File: src/rtl/wb_stage_if.sv
// MEM -> WB handshake bundle: result handoff plus data-memory read return.
// master drives the result and dmem strobe; slave (WB) returns in_ready.
interface wb_stage_if #(
   parameter int XLEN  = 32,
   parameter int RSLEN = 5
);
   logic             in_valid;
   logic             in_ready;
   logic [RSLEN-1:0] in_rd;
   logic             in_wen;
   logic             in_is_load;
   logic [1:0]       in_ld_size;
   logic             in_ld_unsigned;
   logic [1:0]       in_addr_lo;
   logic [XLEN-1:0]  in_alu;
   logic             dmem_rvalid;
   logic [XLEN-1:0]  dmem_rdata;

   modport master (
      output in_valid, in_rd, in_wen, in_is_load,
      output in_ld_size, in_ld_unsigned, in_addr_lo,
      output in_alu, dmem_rvalid, dmem_rdata,
      input  in_ready
   );

   modport slave (
      input  in_valid, in_rd, in_wen, in_is_load,
      input  in_ld_size, in_ld_unsigned, in_addr_lo,
      input  in_alu, dmem_rvalid, dmem_rdata,
      output in_ready
   );
endinterface

File: src/rtl/wb_stage.sv
// Writeback stage: registers ALU results, waits for load data, drives the RF.
// Ports: clk, rst (async low), mem (wb_stage_if.slave), wb_e/w_baddr/wb_data
// RF write, ld_pending/ld_rd hazard info, retire_cnt completions.
// Sub-word load extraction is built only with WB_SUBWORD_EN defined.
module wb_stage #(
   parameter  int XLEN     = 32,
   parameter  int NUM_REGS = 32,
   localparam int RSLEN    = $clog2(NUM_REGS)
) (
   input  logic             clk,
   input  logic             rst,
   wb_stage_if.slave        mem,
   output logic             wb_e,
   output logic [RSLEN-1:0] w_baddr,
   output logic [XLEN-1:0]  wb_data,
   output logic             ld_pending,
   output logic [RSLEN-1:0] ld_rd,
   output logic [31:0]      retire_cnt
);

   typedef enum logic {IDLE, WAIT} state_t;

   state_t           state_q, state_d;
   logic [RSLEN-1:0] ldrd_q, ldrd_d;
   logic             ldwen_q, ldwen_d;
   logic             wbe_q, wbe_d;
   logic [RSLEN-1:0] waddr_q, waddr_d;
   logic [XLEN-1:0]  wdata_q, wdata_d;
   logic [31:0]      cnt_q, cnt_d;
   logic [XLEN-1:0]  ld_data;

   logic             done;
   logic             wr_en;
   logic [RSLEN-1:0] wr_rd;
   logic [XLEN-1:0]  wr_data;

`ifdef WB_SUBWORD_EN
   logic [1:0] size_q, size_d;
   logic       uns_q, uns_d;
   logic [1:0] lo_q, lo_d;
   logic [7:0]  ld_b;
   logic [15:0] ld_h;

   // Half select uses only lo[1]; lo[0] of a half load is ignored.
   always_comb begin
      ld_b = mem.dmem_rdata[{lo_q, 3'b000} +: 8];
      ld_h = mem.dmem_rdata[{lo_q[1], 4'b0000} +: 16];
      unique case (1'b1)
         (size_q == 2'b00):
            ld_data = {{(XLEN-8){~uns_q & ld_b[7]}}, ld_b};
         (size_q == 2'b01):
            ld_data = {{(XLEN-16){~uns_q & ld_h[15]}}, ld_h};
         default:
            ld_data = mem.dmem_rdata;
      endcase
   end
`else
   logic unused_sub;

   assign unused_sub = ^{mem.in_ld_size, mem.in_ld_unsigned,
                         mem.in_addr_lo};
   assign ld_data    = mem.dmem_rdata;
`endif

   always_comb begin
      state_d = state_q;
      ldrd_d  = ldrd_q;
      ldwen_d = ldwen_q;
      wbe_d   = 1'b0;
      waddr_d = waddr_q;
      wdata_d = wdata_q;
      cnt_d   = cnt_q;
      done    = 1'b0;
      wr_en   = 1'b0;
      wr_rd   = '0;
      wr_data = '0;
`ifdef WB_SUBWORD_EN
      size_d  = size_q;
      uns_d   = uns_q;
      lo_d    = lo_q;
`endif
      unique case (state_q)
         IDLE: begin
            if (mem.in_valid) begin
               if (mem.in_is_load) begin
                  ldrd_d  = mem.in_rd;
                  ldwen_d = mem.in_wen;
`ifdef WB_SUBWORD_EN
                  size_d  = mem.in_ld_size;
                  uns_d   = mem.in_ld_unsigned;
                  lo_d    = mem.in_addr_lo;
`endif
                  state_d = WAIT;
               end else begin
                  done    = 1'b1;
                  wr_en   = mem.in_wen;
                  wr_rd   = mem.in_rd;
                  wr_data = mem.in_alu;
               end
            end
         end
         WAIT: begin
            if (mem.dmem_rvalid) begin
               done    = 1'b1;
               wr_en   = ldwen_q;
               wr_rd   = ldrd_q;
               wr_data = ld_data;
               state_d = IDLE;
            end
         end
         default: state_d = IDLE;
      endcase
      if (done) begin
         cnt_d = cnt_q + 32'd1;
      end
      // x0 is hardwired; address/data keep their last write otherwise.
      if (done && wr_en && (wr_rd != '0)) begin
         wbe_d   = 1'b1;
         waddr_d = wr_rd;
         wdata_d = wr_data;
      end
   end

   always_ff @(posedge clk or negedge rst) begin
      if (!rst) begin
         state_q <= IDLE;
         ldrd_q  <= '0;
         ldwen_q <= 1'b0;
         wbe_q   <= 1'b0;
         waddr_q <= '0;
         wdata_q <= '0;
         cnt_q   <= '0;
`ifdef WB_SUBWORD_EN
         size_q  <= '0;
         uns_q   <= 1'b0;
         lo_q    <= '0;
`endif
      end else begin
         state_q <= state_d;
         ldrd_q  <= ldrd_d;
         ldwen_q <= ldwen_d;
         wbe_q   <= wbe_d;
         waddr_q <= waddr_d;
         wdata_q <= wdata_d;
         cnt_q   <= cnt_d;
`ifdef WB_SUBWORD_EN
         size_q  <= size_d;
         uns_q   <= uns_d;
         lo_q    <= lo_d;
`endif
      end
   end

   assign mem.in_ready = (state_q == IDLE);
   assign ld_pending   = (state_q == WAIT);
   assign ld_rd        = ld_pending ? ldrd_q : '0;
   assign wb_e         = wbe_q;
   assign w_baddr      = waddr_q;
   assign wb_data      = wdata_q;
   assign retire_cnt   = cnt_q;

endmodule

File: src/flat_wrapper.sv
// flat-port wrapper written by rule: the top's interface ports become plain ports
module wb_stage_flat 
#(
   parameter  int XLEN     = 32,
   parameter  int NUM_REGS = 32,
   localparam int RSLEN    = $clog2(NUM_REGS)
)
  (clk, rst, wb_e, w_baddr, wb_data, ld_pending, ld_rd, retire_cnt, mem_in_valid, mem_in_rd, mem_in_wen, mem_in_is_load, mem_in_ld_size, mem_in_ld_unsigned, mem_in_addr_lo, mem_in_alu, mem_dmem_rvalid, mem_dmem_rdata, mem_in_ready);
  wb_stage_if #(.XLEN(XLEN), .RSLEN(5)) mem_i ();
  input  logic clk;
  input  logic rst;
  output logic wb_e;
  output logic [RSLEN-1:0] w_baddr;
  output logic [XLEN-1:0] wb_data;
  output logic ld_pending;
  output logic [RSLEN-1:0] ld_rd;
  output logic [31:0] retire_cnt;
  input wire logic [$bits(mem_i.in_valid)-1:0] mem_in_valid;
  input wire logic [$bits(mem_i.in_rd)-1:0] mem_in_rd;
  input wire logic [$bits(mem_i.in_wen)-1:0] mem_in_wen;
  input wire logic [$bits(mem_i.in_is_load)-1:0] mem_in_is_load;
  input wire logic [$bits(mem_i.in_ld_size)-1:0] mem_in_ld_size;
  input wire logic [$bits(mem_i.in_ld_unsigned)-1:0] mem_in_ld_unsigned;
  input wire logic [$bits(mem_i.in_addr_lo)-1:0] mem_in_addr_lo;
  input wire logic [$bits(mem_i.in_alu)-1:0] mem_in_alu;
  input wire logic [$bits(mem_i.dmem_rvalid)-1:0] mem_dmem_rvalid;
  input wire logic [$bits(mem_i.dmem_rdata)-1:0] mem_dmem_rdata;
  output wire logic [$bits(mem_i.in_ready)-1:0] mem_in_ready;
  assign mem_i.in_valid = mem_in_valid;
  assign mem_i.in_rd = mem_in_rd;
  assign mem_i.in_wen = mem_in_wen;
  assign mem_i.in_is_load = mem_in_is_load;
  assign mem_i.in_ld_size = mem_in_ld_size;
  assign mem_i.in_ld_unsigned = mem_in_ld_unsigned;
  assign mem_i.in_addr_lo = mem_in_addr_lo;
  assign mem_i.in_alu = mem_in_alu;
  assign mem_i.dmem_rvalid = mem_dmem_rvalid;
  assign mem_i.dmem_rdata = mem_dmem_rdata;
  assign mem_in_ready = mem_i.in_ready;
  wb_stage #(.XLEN(XLEN), .NUM_REGS(NUM_REGS)) u_core (.clk(clk), .rst(rst), .mem(mem_i), .wb_e(wb_e), .w_baddr(w_baddr), .wb_data(wb_data), .ld_pending(ld_pending), .ld_rd(ld_rd), .retire_cnt(retire_cnt));
endmodule
File: config.mk
export PLATFORM = sky130hd
export DESIGN_NAME = wb_stage_flat
export DESIGN_NICKNAME = d
export VERILOG_FILES = /design/src/rtl/wb_stage_if.sv /design/src/rtl/wb_stage.sv /design/src/flat_wrapper.sv
export SDC_FILE = /design/constraint.sdc
export NUM_CORES = 1
export LEC_CHECK = 0
export ABC_AREA = 1
export CAP_MARGIN = 30
export CORE_UTILIZATION = 48
export CTS_CLUSTER_SIZE = 25
export DETAILED_ROUTE_END_ITERATION = 12
export PLACE_DENSITY_LB_ADDON = 0.25
export SKIP_CTS_REPAIR_TIMING = 1
export SLEW_MARGIN = 20
export SYNTH_ARGS = -nofsm -noshare
export SYNTH_HDL_FRONTEND = slang
export SYNTH_SLANG_ARGS = --single-unit
File: constraint.sdc
create_clock -name clk -period 2.7 [get_ports clk]
set_input_delay 0.54 -clock clk [delete_from_list [all_inputs] [get_ports clk]]
set_output_delay 0.54 -clock clk [all_outputs]
set_load 0.02 [all_outputs]
* Yosys cells after proc, flatten, opt, wreduce, memory -nomap -nowiden *
Cells that the tools add are included.

operators by class
  $add $sub $neg = 1
  reduce and logical (&&, ||, !) cells = 4
  bitwise gates (word level) = 1
  multiplexer cells = 22

operators with widths
  kind                                           number
  two-way mux 32 bit                             3
  case mux 32 bit (2 select lines)               1
  adder 32 x 1 -> 32 bit, second input constant  1
  two-way mux 5 bit                              4
  two-way mux 1 bit                              10
  case mux 5 bit (2 select lines)                1
  case mux 1 bit (2 select lines)                3
  nonzero test 5 bit                             1
  AND reduction 3 bit                            1
  logical AND 1 bit                              2
  inverter 1 bit                                 1

storage, ports and cells
  input port bits = 80
  register bits after elaboration = 77
  output and inout port bits = 77
  word-level logic and storage cells = 35

* Depth between registers and ports, before layout *
Gate-level depths: netlist (run 1).

  depth after elaboration = 6
  depth in mapped cells = 11
  depth with buffers taken out = 9

* Worst setup path before layout (run 1) *
OpenSTA, ideal clock, no wires.

  kind = register -> register
  start = register u_core.cnt_q[0], in the netlist u_core.retire_cnt[0]
  end = register u_core.cnt_q[26], in the netlist u_core.retire_cnt[26]
  path slack = 0.984 ns
  library setup time = 0.123 ns
  period minus slack after synthesis = 1.716 ns
  buffers on the path = 0
  arrival time = 1.592 ns
  stages on the path, launching flop included = 9
  required time = 2.577 ns
  path through = dfrtp_1 ha_1 nand2_1 nor2_1 nand2_1 nor2_1 nand3_1 o21ai_0 nand2_1

on the way
  word-level cells in the longest chain between the ends = 1

RTL lines
  what                    RTL line         source
  from (decl)             wb_stage.sv:29   logic [31:0] cnt_q, cnt_d;
  from (signal assigned)  wb_stage.sv:145  cnt_q <= cnt_d;
  adder 32 x 1 -> 32 bit  wb_stage.sv:114  cnt_d = cnt_q + 32'd1;

No other way between the ends.
A chain may end at the register's enable or synchronous reset.

* Worst setup path in the final report (run 1) *
  start = register u_core.state_q, in the netlist u_core.ld_pending
  end = output mem_in_ready

on the way
  word-level cells in the longest chain between the ends = 1

RTL lines
  what                             RTL line            source
  from (decl)                      wb_stage.sv:23      state_t state_q, state_d;
  from (signal assigned)           wb_stage.sv:139     state_q <= state_d;
  inverter 1 bit (no source line)  n/a
  to (decl)                        flat_wrapper.sv:28  output wire logic [$bits(mem_i.in_ready)-1:0] mem_in_ready;

No other way between the ends.

==> flow_results.xml, run 1 <==
<?xml version="1.0" encoding="UTF-8"?>
<metrics>
  <group name="drt">
    <metric name="dr_wl_met3" unit="µm">770</metric>
    <metric name="via_per_inst" unit="">5.11</metric>
    <metric name="drt-met1-wl" unit="µm">4230</metric>
    <metric name="postRouteWirelength" unit="µm">11200</metric>
    <metric name="drc_errors" unit="">0</metric>
    <metric name="routed_wire_length_per_instance" unit="µm">13.5</metric>
    <metric name="antenna_violating_nets_post_route" unit="">0</metric>
    <metric name="detailroute.via_count" unit="">4238</metric>
    <metric name="met2_wirelength" unit="µm">5900</metric>
    <metric name="number_of_violations_reported_at_the_end_of_detailed_routing_iteration_0" unit="">113</metric>
    <metric name="drtPass1Iterations" unit="">6</metric>
    <metric name="maxUsedRoutingLayer" unit="">met4</metric>
  </group>
  <group name="floorplan">
    <metric name="chipWidth" unit="µm">94.7</metric>
    <metric name="fp.dieArea" unit="µm²">8980</metric>
    <metric name="boundaryPins" unit="">157</metric>
    <metric name="rows" unit="">33</metric>
    <metric name="coreArea" unit="µm²">8260</metric>
    <metric name="initial_utilization" unit="%">50.0</metric>
    <metric name="die_height" unit="µm">94.7</metric>
  </group>
  <group name="setup_path">
    <metric name="worst-path-max-fanout" unit="">18</metric>
    <metric name="cp_cell_sequence" unit="">inv_2 &gt; clkdlybuf4s50_1</metric>
    <metric name="critical_path.max_stage_delay" unit="ns">0.67</metric>
    <metric name="crit_family" unit="">buffers and inverters</metric>
    <metric name="reg2reg_setup_slack" unit="ns">0.58</metric>
    <metric name="r2r.worst_path.cells" unit="">7</metric>
    <metric name="r2r_start" unit="">u_core.ld_pending</metric>
    <metric name="cp.required" unit="ns">2.16</metric>
    <metric name="cp-start-kind" unit="">flop</metric>
    <metric name="critical_path_class" unit="">flop to output port</metric>
    <metric name="worstSetupEndpointType" unit="">output port</metric>
    <metric name="timing.critical_path.slowest_stage_cell" unit="">sky130_fd_sc_hd__clkdlybuf4s50_1</metric>
    <metric name="reg2reg_to" unit="">u_core.wb_data[29]</metric>
    <metric name="worst_ep_arrival_time" unit="ns">1.95</metric>
    <metric name="path_buf_inv" unit="">2</metric>
  </group>
  <group name="synth">
    <metric name="synth_largest_area_cell" unit="">sky130_fd_sc_hd__dfrtp_1</metric>
    <metric name="synthesis.area" unit="µm²">4130</metric>
    <metric name="synth-edff-count" unit="">0</metric>
    <metric name="synthesis.instances" unit="">569</metric>
    <metric name="asyncSetResetFlopFracSynth" unit="%">100</metric>
    <metric name="synth_ff_type" unit="">sky130_fd_sc_hd__dfrtp_1</metric>
    <metric name="synthesis.area_per_instance" unit="µm²">7.26</metric>
    <metric name="synth_top_cell_area_share" unit="%">46.7</metric>
    <metric name="post_synth_main_area_contributors" unit="">sky130_fd_sc_hd__dfrtp_1 47%, sky130_fd_sc_hd__nand2_1 22%, sky130_fd_sc_hd__nand3_1 6.8%, sky130_fd_sc_hd__o21ai_0 5.0%, sky130_fd_sc_hd__inv_1 4.0%</metric>
    <metric name="warnings_from_yosys" unit="">0</metric>
    <metric name="synth.ff_latch_count" unit="">77</metric>
    <metric name="ys_types" unit="">26</metric>
    <metric name="synth_seq_area_share" unit="%">46.7</metric>
    <metric name="synth.net_count" unit="">650</metric>
  </group>
  <group name="cells_and_area">
    <metric name="mostFrequentLayoutCell" unit="">sky130_fd_sc_hd__nand2_1</metric>
    <metric name="finish.net_count" unit="">801</metric>
    <metric name="drive_above_1_share" unit="%">5.38</metric>
    <metric name="syn2layout_area_growth" unit="%">45.7</metric>
    <metric name="diodes" unit="">0</metric>
    <metric name="fin_cells" unit="">830</metric>
    <metric name="mostFrequentLayoutCells" unit="">237 x sky130_fd_sc_hd__nand2_1, 150 x sky130_fd_sc_hd__clkdlybuf4s50_1, 77 x sky130_fd_sc_hd__dfrtp_1</metric>
  </group>
  <group name="status">
    <metric name="result_of_the_run" unit="">completed</metric>
  </group>
  <group name="clock_network">
    <metric name="clock_root_buffer" unit="">sky130_fd_sc_hd__clkbuf_8</metric>
    <metric name="number_of_h_tree_levels" unit="">3</metric>
    <metric name="cts_tree" unit="">built</metric>
    <metric name="clk_transition_reported_paths" unit="ns">0.08</metric>
    <metric name="cts_made_buffers" unit="">9</metric>
    <metric name="ctsLongestPathBuffers" unit="">2</metric>
    <metric name="clock_sinks" unit="">77</metric>
    <metric name="clock_latency" unit="ns">0.35</metric>
  </group>
  <group name="flow_run">
    <metric name="max_cap_violations" unit="">0</metric>
  </group>
  <group name="place">
    <metric name="gp_congestion" unit="">0.867</metric>
    <metric name="hpwlAfterDp" unit="µm">8310</metric>
    <metric name="dpl.cell_count" unit="">813</metric>
    <metric name="portBuffers" unit="">151</metric>
  </group>
  <group name="global_route">
    <metric name="global_route_wire_length_before_repair" unit="µm">18700</metric>
    <metric name="grt_start_max_net_pins" unit="">78</metric>
    <metric name="grt_usage" unit="%">26.7</metric>
    <metric name="antenna_violations_before_repair" unit="">0</metric>
    <metric name="globalRouteOverflowTotal" unit="">0</metric>
    <metric name="number_of_global_route_vias_before_repair" unit="">4205</metric>
  </group>
  <group name="power_and_ir_drop">
    <metric name="ir_drop" unit="V">0.000307</metric>
    <metric name="power.density" unit="nW/µm²">674</metric>
    <metric name="power" unit="W">0.00406</metric>
    <metric name="cellLeakagePower" unit="nW">2.89</metric>
  </group>
  <group name="sta">
    <metric name="worst_slew_pin_slew" unit="ns">0.568</metric>
    <metric name="hold_viol_final" unit="">0</metric>
    <metric name="fin_crit_sh" unit="%">92.1</metric>
    <metric name="final.min_clock_period" unit="ns">2.49</metric>
    <metric name="setup_viol" unit="">0</metric>
    <metric name="maxSlewViolCount" unit="">0</metric>
    <metric name="max-slew-margin-rel" unit="%">61.9</metric>
    <metric name="finalSetupTns" unit="ns">0</metric>
    <metric name="fmax" unit="MHz">402</metric>
    <metric name="skew" unit="ns">0.00446</metric>
    <metric name="grt_setup_unrepaired" unit="">no</metric>
  </group>
  <group name="worst_hold_path">
    <metric name="timing.hold.worst.class" unit="">primary input to async pin</metric>
  </group>
</metrics>
-- cell type report --
| type | instances | area (µm²) |
|---|---|---|
| fill | 689 | 2240 |
| sequential | 77 | 1930 |
| multi-input combinational | 423 | 1900 |
| timing repair buffer | 163 | 1620 |
| inverter | 46 | 173 |
| clock buffer | 13 | 169 |
| tap | 105 | 131 |
| clock inverter | 3 | 90.1 |
-- through the flow --
step,setup WS [ns],util (%),hold slack [ns],area [µm²]
after floorplan,0.984,-,0.244,4130
after global placement,0.335,69.5,0.452,5740
after detailed placement,0.292,69.5,0.458,5740
after CTS,0.232,72.6,0.375,6000
after global routing,0.150,72.8,0.223,6020
final,0.214,72.8,0.175,6020
-- worst max-delay path by stage --
| stage | from | endpoint | cells after the start |
|---|---|---|---|
| 2_1_floorplan | u_core.retire_cnt[0] | u_core.retire_cnt[26] | 8 |
| 3_3_place_gp | mem_in_valid | u_core.retire_cnt[29] | 9 |
| 3_5_place_dp | mem_in_valid | u_core.wb_data[19] | 8 |
| 4_1_cts | u_core.ld_pending | mem_in_ready | 2 |
| 5_1_grt | u_core.ld_pending | mem_in_ready | 2 |
| 6_report | u_core.ld_pending | mem_in_ready | 2 |
-- Yosys cell counts, types with 2 or more instances --
library cell               instances
sky130_fd_sc_hd__and2_1            2
sky130_fd_sc_hd__xor2_1            9
sky130_fd_sc_hd__nor3_1            6
sky130_fd_sc_hd__dfrtp_1          77
sky130_fd_sc_hd__clkbuf_1         12
sky130_fd_sc_hd__nand2_2           3
sky130_fd_sc_hd__buf_6             4
sky130_fd_sc_hd__inv_2             2
sky130_fd_sc_hd__nand3_1          56
sky130_fd_sc_hd__xnor2_1          10
sky130_fd_sc_hd__nand4_1           9
sky130_fd_sc_hd__nand2_1         237
sky130_fd_sc_hd__nor2_1           41
sky130_fd_sc_hd__buf_2             6
sky130_fd_sc_hd__o21ai_0          41
sky130_fd_sc_hd__inv_1            44
-- flip-flops by register name, summed over array words and instances (netlist names) --
| name | flops |
|---|---|
| u_core.retire_cnt | 32 |
| u_core.wb_data | 32 |
| u_core.ldrd_q | 5 |
| u_core.w_baddr | 5 |
| u_core.ld_pending | 1 |
| u_core.ldwen_q | 1 |
| u_core.wb_e | 1 |
-- routing by layer --
layer	up-vias	global-route usage (%)
met2	149	48.8
met4	0	12.5
met5	-	0
met1	1985	28.3
met3	23	7.25
li1	2081	-
-- report_power, final --
part,internal (W),switching (W),total (W)
sequential,0.00138,0.000178,0.00156
combinational,0.000642,0.000737,0.00138
clock,0.000691,0.000424,0.00111
total,0.00272,0.00134,0.00406
-- cell families after synthesis --
logic type                 synth area share, %
and+or+nand+nor                           35.9
DFF                                       46.7
buffers and inverters                     7.27
AOI/OAI and AO/OA                         5.52
xor gates and xnor gates                  4.03
muxes                                    0.273
adders and majority gates                0.303
(Power assumes the default switching activity.)
==> run 2: changes to the inputs <==
--- a/config.mk
+++ b/config.mk
@@ -6,13 +6,12 @@
 export NUM_CORES = 1
 export LEC_CHECK = 0
 export ABC_AREA = 1
-export CAP_MARGIN = 30
+export CAP_MARGIN = 20
 export CORE_UTILIZATION = 48
 export CTS_CLUSTER_SIZE = 25
 export DETAILED_ROUTE_END_ITERATION = 12
 export PLACE_DENSITY_LB_ADDON = 0.25
 export SKIP_CTS_REPAIR_TIMING = 1
-export SLEW_MARGIN = 20
 export SYNTH_ARGS = -nofsm -noshare
 export SYNTH_HDL_FRONTEND = slang
 export SYNTH_SLANG_ARGS = --single-unit
==> flow_results.xml, run 2 (synthesis gave the netlist of run 1 again) <==
<?xml version="1.0" encoding="UTF-8"?>
<metrics>
  <group name="status">
    <metric name="result_of_the_run" unit="">completed</metric>
  </group>
  <group name="drt">
    <metric name="antenna_violating_nets_post_route" unit="">0</metric>
    <metric name="number_of_violations_reported_at_the_end_of_detailed_routing_iteration_0" unit="">117</metric>
    <metric name="via_per_inst" unit="">5.09</metric>
    <metric name="drc_errors" unit="">0</metric>
    <metric name="detailroute.via_count" unit="">4219</metric>
    <metric name="postRouteWirelength" unit="µm">11100</metric>
    <metric name="routed_wire_length_per_instance" unit="µm">13.4</metric>
    <metric name="drtPass1Iterations" unit="">4</metric>
  </group>
  <group name="floorplan">
    <metric name="boundaryPins" unit="">157</metric>
    <metric name="chipWidth" unit="µm">94.7</metric>
    <metric name="die_height" unit="µm">94.7</metric>
    <metric name="initial_utilization" unit="%">50.0</metric>
    <metric name="fp.dieArea" unit="µm²">8980</metric>
    <metric name="coreArea" unit="µm²">8260</metric>
    <metric name="rows" unit="">33</metric>
  </group>
  <group name="clock_network">
    <metric name="clock_root_buffer" unit="">sky130_fd_sc_hd__clkbuf_8</metric>
    <metric name="number_of_h_tree_levels" unit="">3</metric>
    <metric name="cts_made_buffers" unit="">9</metric>
    <metric name="ctsLongestPathBuffers" unit="">2</metric>
    <metric name="cts_tree" unit="">built</metric>
    <metric name="clock_sinks" unit="">77</metric>
    <metric name="clock_latency" unit="ns">0.35</metric>
    <metric name="clk_transition_reported_paths" unit="ns">0.08</metric>
  </group>
  <group name="sta">
    <metric name="grt_setup_unrepaired" unit="">no</metric>
    <metric name="hold_viol_final" unit="">0</metric>
    <metric name="max-slew-margin-rel" unit="%">36.2</metric>
    <metric name="maxSlewViolCount" unit="">0</metric>
    <metric name="setup_viol" unit="">0</metric>
    <metric name="layout_setup_ws" unit="ns">0.206</metric>
    <metric name="fin_crit_sh" unit="%">92.4</metric>
    <metric name="skew" unit="ns">0.00565</metric>
    <metric name="final.min_clock_period" unit="ns">2.49</metric>
    <metric name="worst_slew_pin_slew" unit="ns">0.957</metric>
    <metric name="fmax" unit="MHz">401</metric>
    <metric name="finalSetupTns" unit="ns">0</metric>
  </group>
  <group name="setup_path">
    <metric name="worst_ep_arrival_time" unit="ns">1.95</metric>
    <metric name="crit_family" unit="">buffers and inverters</metric>
    <metric name="worst-path-max-fanout" unit="">18</metric>
    <metric name="path_buf_inv" unit="">2</metric>
    <metric name="critical_path_class" unit="">flop to output port</metric>
    <metric name="cp_cell_sequence" unit="">inv_2 &gt; clkdlybuf4s50_1</metric>
    <metric name="critical_path.max_stage_delay" unit="ns">0.67</metric>
    <metric name="cp-start-kind" unit="">flop</metric>
    <metric name="worstSetupEndpointType" unit="">output port</metric>
    <metric name="timing.critical_path.slowest_stage_cell" unit="">sky130_fd_sc_hd__clkdlybuf4s50_1</metric>
    <metric name="cp.required" unit="ns">2.16</metric>
  </group>
  <group name="power_and_ir_drop">
    <metric name="power.density" unit="nW/µm²">675</metric>
    <metric name="cellLeakagePower" unit="nW">2.88</metric>
    <metric name="ir_drop" unit="V">0.000307</metric>
  </group>
  <group name="global_route">
    <metric name="grt_start_max_net_pins" unit="">78</metric>
    <metric name="grt_usage" unit="%">26.7</metric>
    <metric name="global_route_wire_length_before_repair" unit="µm">18700</metric>
    <metric name="number_of_global_route_vias_before_repair" unit="">4205</metric>
    <metric name="antenna_violations_before_repair" unit="">0</metric>
    <metric name="globalRouteOverflowTotal" unit="">0</metric>
  </group>
  <group name="cells_and_area">
    <metric name="multiInputGateArea" unit="µm²">1900</metric>
    <metric name="mostFrequentLayoutCell" unit="">sky130_fd_sc_hd__nand2_1</metric>
    <metric name="mostFrequentLayoutCells" unit="">237 x sky130_fd_sc_hd__nand2_1, 150 x sky130_fd_sc_hd__clkdlybuf4s50_1, 77 x sky130_fd_sc_hd__dfrtp_1</metric>
    <metric name="final-seq-area" unit="µm²">1930</metric>
    <metric name="syn2layout_area_growth" unit="%">45.2</metric>
    <metric name="diodes" unit="">0</metric>
    <metric name="finish.net_count" unit="">800</metric>
    <metric name="n_fill_cell" unit="">691</metric>
    <metric name="drive_above_1_share" unit="%">5.25</metric>
  </group>
  <group name="place">
    <metric name="portBuffers" unit="">151</metric>
    <metric name="place_ws" unit="ns">0.292</metric>
    <metric name="hpwlAfterDp" unit="µm">8310</metric>
    <metric name="gp_congestion" unit="">0.867</metric>
  </group>
  <group name="flow_run">
    <metric name="max_cap_violations" unit="">0</metric>
  </group>
  <group name="worst_hold_path">
    <metric name="timing.hold.worst.class" unit="">primary input to async pin</metric>
  </group>
</metrics>
run 2: cell types whose count changed in the layout (fill, tap and decap cells not counted):
cell / change
sky130_fd_sc_hd__buf_12: -1
run 2: path summary, 6_finish.rpt:
check                      cells past startpoint  slack, ns                   end               start
setup / recovery                               2       0.21          mem_in_ready   u_core.ld_pending
hold / removal                                 1       0.34  u_core.retire_cnt[1]                 rst
setup reg to reg                               7       0.57    u_core.wb_data[29]   u_core.ld_pending
hold reg to reg                                2       0.48    u_core.wb_data[18]  u_core.wb_data[18]
max in group asynchronous                      1       1.75     u_core.ld_pending                 rst
min in group clk                               2       0.48    u_core.wb_data[18]  u_core.wb_data[18]
run 2: layout make-up:
type | instances | share of cell area, %
clock inverters | 3 | 1.50
flip-flops and latches | 77 | 32.1
repair buffers | 162 | 26.8
inverters | 46 | 2.88
multi-input cells | 423 | 31.7
clock buffers | 13 | 2.82
well taps | 105 | 2.19
run 2: worst register-to-register path, stage by stage, from the launching register on:
cell and delay (ns):
sky130_fd_sc_hd__dfrtp_1 0.66, sky130_fd_sc_hd__inv_2 0.28, sky130_fd_sc_hd__nand2_1 0.18, sky130_fd_sc_hd__nand2_2 0.16, sky130_fd_sc_hd__nor2_2 0.19, sky130_fd_sc_hd__buf_4 0.37, sky130_fd_sc_hd__nand3_1 0.14, sky130_fd_sc_hd__nand2_1 0.10
run 2: layer usage:
metal	global-route usage [%]	part of all wire (%)	vias up
met1	28.3	38	1972
li1	-	-	2080
met3	7.25	7.0	22
met4	12.5	2.5	0
met5	0	0	-
met2	48.8	52	145
run 2: metrics by stage:
stage	total power (W)	utilization, %	cells	hold WS (ns)	area (µm²)
3_3_place_gp	0.00292	69.5	813	0.452	5740
4_1_cts	0.00409	72.6	829	0.375	6000
5_1_grt	0.00426	72.6	829	0.426	6000
2_1_floorplan	0.00224	-	569	0.244	4130
3_5_place_dp	0.00297	69.5	813	0.458	5740
6_report	0.00405	72.6	829	0.336	6000
run 2: where the power goes:
group | switching [W] | internal (W)
registers | 0.000179 | 0.00138
clock network | 0.000420 | 0.000691
logic | 0.000735 | 0.000639
==> run 3: changes to the inputs <==
--- a/config.mk
+++ b/config.mk
@@ -6,7 +6,6 @@
 export NUM_CORES = 1
 export LEC_CHECK = 0
 export ABC_AREA = 1
-export CAP_MARGIN = 20
 export CORE_UTILIZATION = 48
 export CTS_CLUSTER_SIZE = 25
 export DETAILED_ROUTE_END_ITERATION = 12
==> results of run 3 <==
The final DEF is identical to that of run 2; final timing and power are the same.
